`src/rtl/aes_key_sched_128.sv`:
```
// AES-128 key expansion: one round key per clock, streamed out and kept in an
// 11-entry round-key file for the inverse cipher.
module aes_sbox (
    input  logic [7:0] a,
    output logic [7:0] d
);
    localparam logic [2047:0] TABLE = {
        128'h637c777bf26b6fc53001672bfed7ab76, 128'hca82c97dfa5947f0add4a2af9ca472c0,
        128'hb7fd9326363ff7cc34a5e5f171d83115, 128'h04c723c31896059a071280e2eb27b275,
        128'h09832c1a1b6e5aa0523bd6b329e32f84, 128'h53d100ed20fcb15b6acbbe394a4c58cf,
        128'hd0efaafb434d338545f9027f503c9fa8, 128'h51a3408f929d38f5bcb6da2110fff3d2,
        128'hcd0c13ec5f974417c4a77e3d645d1973, 128'h60814fdc222a908846eeb814de5e0bdb,
        128'he0323a0a4906245cc2d3ac629195e479, 128'he7c8376d8dd54ea96c56f4ea657aae08,
        128'hba78252e1ca6b4c6e8dd741f4bbd8b8a, 128'h703eb5664803f60e613557b986c11d9e,
        128'he1f8981169d98e949b1e87e9ce5528df, 128'h8ca1890dbfe6426841992d0fb054bb16
    };
    // Entry 0 sits in the top byte, so index from the top down.
    assign d = TABLE[{~a, 3'b000} +: 8];
endmodule

module aes_key_sched_128 (
    input  logic         clk,
    input  logic         rst,
    input  logic         kld,
    input  logic [127:0] key,
    output logic         busy,
    output logic         done,
    output logic         rk_valid,
    output logic [3:0]   rk_round,
    output logic [127:0] rk_out,
    input  logic [3:0]   rd_idx,
    output logic [127:0] rd_key
);
    typedef enum logic {IDLE, EXPAND} state_t;

    state_t         state_q, state_d;
    logic [127:0]   w_q, w_d;
    logic [7:0]     rcon_q, rcon_d;
    logic [3:0]     rnd_q, rnd_d;
    logic           busy_q, busy_d, done_q, done_d, rkv_q, rkv_d;
    logic [3:0]     rkr_q, rkr_d;
    logic [127:0]   rko_q, rko_d;
    logic [127:0]   rdk_q;
    logic [127:0]   file_q [0:10];
    logic           wr_en;
    logic [3:0]     wr_idx;
    logic [127:0]   wr_data;
    logic [31:0]    rot, sub, t, n0, n1, n2, n3;

    function automatic logic [7:0] xtime(input logic [7:0] b);
        return {b[6:0], 1'b0} ^ (b[7] ? 8'h1b : 8'h00);
    endfunction

    // SubWord(RotWord(w3)); w3 is the least significant word of w_q.
    assign rot = {w_q[23:0], w_q[31:24]};
    for (genvar i = 0; i < 4; i++) begin : g_sbox
        aes_sbox u_sbox (.a(rot[8*i +: 8]), .d(sub[8*i +: 8]));
    end

    assign t  = sub ^ {rcon_q, 24'h0};
    assign n0 = w_q[127:96] ^ t;
    assign n1 = w_q[95:64]  ^ n0;
    assign n2 = w_q[63:32]  ^ n1;
    assign n3 = w_q[31:0]   ^ n2;

    always_comb begin
        state_d = state_q;
        w_d     = w_q;
        rcon_d  = rcon_q;
        rnd_d   = rnd_q;
        busy_d  = busy_q;
        done_d  = done_q;
        rkv_d   = 1'b0;
        rkr_d   = rkr_q;
        rko_d   = rko_q;
        wr_en   = 1'b0;
        wr_idx  = rnd_q;
        wr_data = {n0, n1, n2, n3};
        if (kld) begin
            state_d = EXPAND;
            w_d     = key;
            rcon_d  = 8'h01;
            rnd_d   = 4'd1;
            busy_d  = 1'b1;
            done_d  = 1'b0;
            rkv_d   = 1'b1;
            rkr_d   = 4'd0;
            rko_d   = key;
            wr_en   = 1'b1;
            wr_idx  = 4'd0;
            wr_data = key;
        end else if (state_q == EXPAND) begin
            w_d    = {n0, n1, n2, n3};
            rcon_d = xtime(rcon_q);
            rnd_d  = rnd_q + 4'd1;
            rkv_d  = 1'b1;
            rkr_d  = rnd_q;
            rko_d  = {n0, n1, n2, n3};
            wr_en  = 1'b1;
            if (rnd_q == 4'd10) begin
                state_d = IDLE;
                busy_d  = 1'b0;
                done_d  = 1'b1;
            end
        end
    end

    always_ff @(posedge clk or negedge rst) begin
        if (!rst) begin
            state_q <= IDLE;
            w_q     <= '0;
            rcon_q  <= 8'h01;
            rnd_q   <= '0;
            busy_q  <= 1'b0;
            done_q  <= 1'b0;
            rkv_q   <= 1'b0;
            rkr_q   <= '0;
            rko_q   <= '0;
        end else begin
            state_q <= state_d;
            w_q     <= w_d;
            rcon_q  <= rcon_d;
            rnd_q   <= rnd_d;
            busy_q  <= busy_d;
            done_q  <= done_d;
            rkv_q   <= rkv_d;
            rkr_q   <= rkr_d;
            rko_q   <= rko_d;
        end
    end

    // Read and write share an edge, so a same-index read returns pre-write data.
    always_ff @(posedge clk or negedge rst) begin
        if (!rst) begin
            for (int i = 0; i < 11; i++) file_q[i] <= '0;
            rdk_q <= '0;
        end else begin
            if (wr_en) file_q[wr_idx] <= wr_data;
            rdk_q <= (rd_idx <= 4'd10) ? file_q[rd_idx] : '0;
        end
    end

    assign busy     = busy_q;
    assign done     = done_q;
    assign rk_valid = rkv_q;
    assign rk_round = rkr_q;
    assign rk_out   = rko_q;
    assign rd_key   = rdk_q;
endmodule

```
`config.mk`:
```
export PLATFORM = sky130hd
export DESIGN_NAME = aes_key_sched_128
export DESIGN_NICKNAME = d
export VERILOG_FILES = /design/src/rtl/aes_key_sched_128.sv
export SDC_FILE = /design/constraint.sdc
export NUM_CORES = 2
export LEC_CHECK = 0
export BUFFER_PORTS_ARGS = -buffer_cell sky130_fd_sc_hd__buf_2
export CORE_MARGIN = 2
export CORE_UTILIZATION = 50
export CTS_CLUSTER_DIAMETER = 120
export DETAILED_ROUTE_END_ITERATION = 16
export GPL_TIMING_DRIVEN = 0
export PLACE_DENSITY = 0.78
export SETUP_SLACK_MARGIN = 0.2
export SLEW_MARGIN = 0
export SYNTH_ARGS = -nofsm -noshare
export SYNTH_HDL_FRONTEND = slang
export SYNTH_SLANG_ARGS = --single-unit
export TNS_END_PERCENT = 1
```
`constraint.sdc`:
```
create_clock -name clk -period 10.1 [get_ports clk]
set_input_delay 2.02 -clock clk [delete_from_list [all_inputs] [get_ports clk]]
set_output_delay 2.02 -clock clk [all_outputs]
set_load 0.01 [all_outputs]
```
==> summary.md <==
| Metric | Value |
|---|---|
| Result of the run | `complete, but fails checks` |
| Violations in the final reports | `capacitance limit, slew limit` |
| Floorplan row count | `155` |
| Total stage count of the critical path | `15` |
| Final Net Count | `9,933` |
| Most instantiated library cell after synthesis | `sky130_fd_sc_hd__dfrtp_1` |
| Routed wire length per instance | `38.43 um` |
| Number of nets still failing antenna checks after routing | `0` |
| Number of global-route vias before repair | `82,265` |
| TritonCTS clock tree | `yes` |
| Max Clock Freq | `0.1218 GHz` |
| Effective utilization at floorplan | `50.23%` |
| Startpoint of the most critical setup path | `rk_out[17]$_DFFE_PN0P_` |
| Most numerous cell types in the synthesized netlist | `1,683 x sky130_fd_sc_hd__dfrtp_1, 1,623 x sky130_fd_sc_hd__nand2_1, 1,211 x sky130_fd_sc_hd__o21ai_0` |
| Aggregate global routing overflow | `0` |
| Synthesized-area fraction occupied by and/or/nand/nor cells | `13.30%` |
| H-tree levels | `4` |
| Area growth, synth to finish | `13.02%` |
| Reg-to-reg setup timing slack | `1890 ps` |
| FF+latch count, synth | `1,684` |
| Critical path cell sequence | `buf_2 -> clkinv_1 -> ha_1 -> clkbuf_1 -> clkbuf_1 -> nand2_1 -> o211ai_1 -> a311oi_1 -> a31oi_1 -> mux2_2 -> o32a_1 -> xor2_1 -> mux2i_1 -> clkbuf_1 -> o21ai_0` |
| Worst reg2reg path endpoint | `file_q[1208]$_DFFE_PN0P_` |
| Adder and majority cell fraction of the synthesized area | `0.8106%` |
| Remaining design rule violation count | `0` |
| Count of buffers from port buffering | `394` |
| Slew at the pin closest to its max-slew limit | `1792 ps` |
| Maximum number of pins on one net before global-route repair | `179` |
| Top cells by area, synth | `sky130_fd_sc_hd__dfrtp_1 47%, sky130_fd_sc_hd__mux4_2 8.5%, sky130_fd_sc_hd__nand2_1 6.8%` |
| Dominant combinational cell family by area after synthesis | `compound AO/OA/AOI/OAI gates` |
| Layout Skew | `63.78 ps` |
| Endpoints failing setup | `0` |
| Most common cell type on the critical path | `sky130_fd_sc_hd__clkbuf_1` |
| Share of cells above drive strength 1 | `14.82%` |
| Root Buffer Master | `sky130_fd_sc_hd__clkbuf_16` |
| Async set or reset register ratio after synthesis | `100.0%` |
| Sinks on Clock Net | `1,684` |
| Total nets after synthesis | `9,337` |
| Number of buffers inserted by post-CTS setup repair | `0` |
| Logic depth of the worst register-to-register path | `15` |
| Antenna violations before repair | `63` |
| Mean Syn Cell Area | `9.791 um^2` |
| Accumulated negative setup slack | `0 ps` |
| Source-to-sink clock delay at the later pin of the worst-skew pair | `900 ps` |
| XOR/XNOR Fraction of Synth Area | `3.013%` |
| Max-slew violation count | `151` |
| Synthesized-area fraction occupied by ao, oa, aoi and oai cells | `17.54%` |
| EDFF count, synth | `0` |
| Sequential fraction of the synthesis area | `47.07%` |
| Routing usage on met2 | `69.87%` |
| Required time of the critical path | `10,830 ps` |
| RSZ-0062 raised after global routing | `no` |
| Buf/Inv on CP | `5` |
| Final WS setup | `1890 ps` |
| GR Util met3 | `22.30%` |
| Post-synth top area cell | `sky130_fd_sc_hd__dfrtp_1` |
| Max-cap check violation count | `20` |
| Largest stage delay on the critical path | `810 ps` |
| Core area | `178,200 um^2` |
| Type of the tightest min-delay check | `register to register` |
| Final estimated routing congestion in global placement | `1.122` |
| Prevailing post-synth register cell | `sky130_fd_sc_hd__dfrtp_1` |
| Number of placed I/O pins | `398` |
| GRT met1 Usage | `59.70%` |
| First drt pass iteration count | `7` |
| Master of the slowest instance on the critical path | `sky130_fd_sc_hd__clkinv_1` |
| DIE AREA | `182,500 um^2` |
| Beginning of the worst register-to-register path | `rk_out[17]$_DFFE_PN0P_` |
| HPWL after detailed placement | `343.5 mm` |
| Worst rel slew slack | `-19.89%` |
| Cts bufs inserted | `175` |
| Kind of cell adding the most delay to the critical path | `buffers and inverters` |
| Post-layout minimum cycle time | `8210 ps` |
| Number of DRC markers in iteration 0 | `14,664` |
| Global-route wire length before repair | `650.6 mm` |
| Multiplexer fraction of the synthesized cell area | `13.29%` |
| Quantity of gates resized following cts | `0` |
| Final clock period utilization by the worst path | `81.29%` |
| Final count of hold timing violations | `0` |
| Yosys warns | `0` |
| Arrival time worst endpoint | `8940 ps` |
| Die Width | `427.1 um` |
| Sort of element at the start of the critical path | `register` |
| Worst setup path endpoint | `file_q[1208]$_DFFE_PN0P_` |
| Type of the setup path with the least slack | `register to register` |
| Synth top area share | `47.04%` |
| Total routing resource utilization after global routing | `51.46%` |
| Detailed-route vias per instance | `7.052` |
| Sort of element at the end of the critical path | `register` |
| Clock input transition at the sequential cells of the worst setup and hold paths | `70 ps` |
| Unique cell type count in the Yosys netlist | `119` |
| Largest buffer count on any clock path | `3` |
| Number of buffers inserted by hold repair at cts | `0` |
| Most crowded layer after global routing | `met2` |
| WL final | `472.1 mm` |
| Fill count | `15,259` |
| Highest fanout seen on the critical path | `13` |
| Die Y | `427.1 um` |
| Vias post-DR | `86,628` |
| Post-synthesis instance area | `89,530 um^2` |
| Placement Setup Slack | `2366 ps` |
| Cells after Synth | `9,144` |
tightest hold or removal path, delay by kind of cell, from the launching register on:
family / cells / cell delay (ps)
AO/OA/AOI/OAI: 1 / 60
flip-flops: 1 / 340
AND/OR/NAND/NOR: 1 / 40
cell families (layout without fill, tap and decap cells):
group	count (synthesis)	after routing
compound gates	2609	2609
xor+xnor	264	264
fa+ha+maj	58	58
buf+inv	1021	1759
flops	1684	1684
mux	754	754
other cells	0	48
simple gates	2754	2754
layout make-up:
class / instances / area, um^2 / share of cell area [%]
multi-input combinational: 6439 / 43010 / 42.51
sequential: 1684 / 42140 / 41.65
clock buffer: 260 / 5170 / 5.109
buffer: 959 / 4239 / 4.189
tap: 2355 / 2947 / 2.912
timing repair buffer: 419 / 2480 / 2.451
clock inverter: 59 / 844.6 / 0.8346
inverter: 62 / 232.7 / 0.2300
antenna: 48 / 120.1 / 0.1187
cell usage in the layout, fill, tap and decap left out, drive strengths merged, types with 48 or more instances in the layout:
master  count
mux2i     332
nor2      503
a211oi     55
clkbuf    921
a21oi     332
a31oi     102
inv        58
o21ai    1313
nor2b      85
o211ai     60
and2       60
nand2    1626
xor2       81
xnor2     161
nand2b    105
buf       717
o311ai     53
dfrtp    1683
mux4      338
nor3       82
o31ai     233
ha         58
diode      48
nand3      83
mux2       84
o22ai     146
state kept, by name (all words and copies together) (netlist names):
register / flops
file_q: 1408
rd_key: 128
rk_out: 128
rcon_q: 8
rk_round: 4
rnd_q: 4
busy: 1
done: 1
rk_valid: 1
state_q: 1
per-stage QoR:
| stage | instance area [um^2] | cells | utilization (%) | hold WS [ps] |
|---|---|---|---|---|
| after floorplan | 89530 | 9144 | - | 434.1 |
| after global placement | 94450 | 11893 | 52.99 | 453.9 |
| after detailed placement | 94860 | 11910 | 53.22 | 459.2 |
| after CTS | 100900 | 12229 | 56.60 | 475.0 |
| after global routing | 101100 | 12247 | 56.72 | 489.4 |
| final | 101200 | 12285 | 56.77 | 474.3 |
how the worst min path moves through the flow:
stage                                          end                startpoint  depth (start not counted)  slack, ps
after floorplan           file_q[1301]$_DFFE_PN0P_  file_q[1301]$_DFFE_PN0P_                          2        430
after global placement     file_q[520]$_DFFE_PN0P_   file_q[520]$_DFFE_PN0P_                          2        450
after detailed placement   file_q[956]$_DFFE_PN0P_   file_q[956]$_DFFE_PN0P_                          2        460
after CTS                  file_q[956]$_DFFE_PN0P_   file_q[956]$_DFFE_PN0P_                          2        470
after global routing       file_q[867]$_DFFE_PN0P_   file_q[867]$_DFFE_PN0P_                          2        490
final                     file_q[1002]$_DFFE_PN0P_  file_q[1002]$_DFFE_PN0P_                          2        470
layer usage:
metal / up-vias / part of all wire [%]
li1: 33762 / -
met5: - / 0.060
met3: 2229 / 14
met4: 30 / 12
met2: 7499 / 41
met1: 43108 / 33
Power is left out: the tool's default activity adds up to more than one toggle a clock period on the data nets, which glitch-free logic cannot reach.
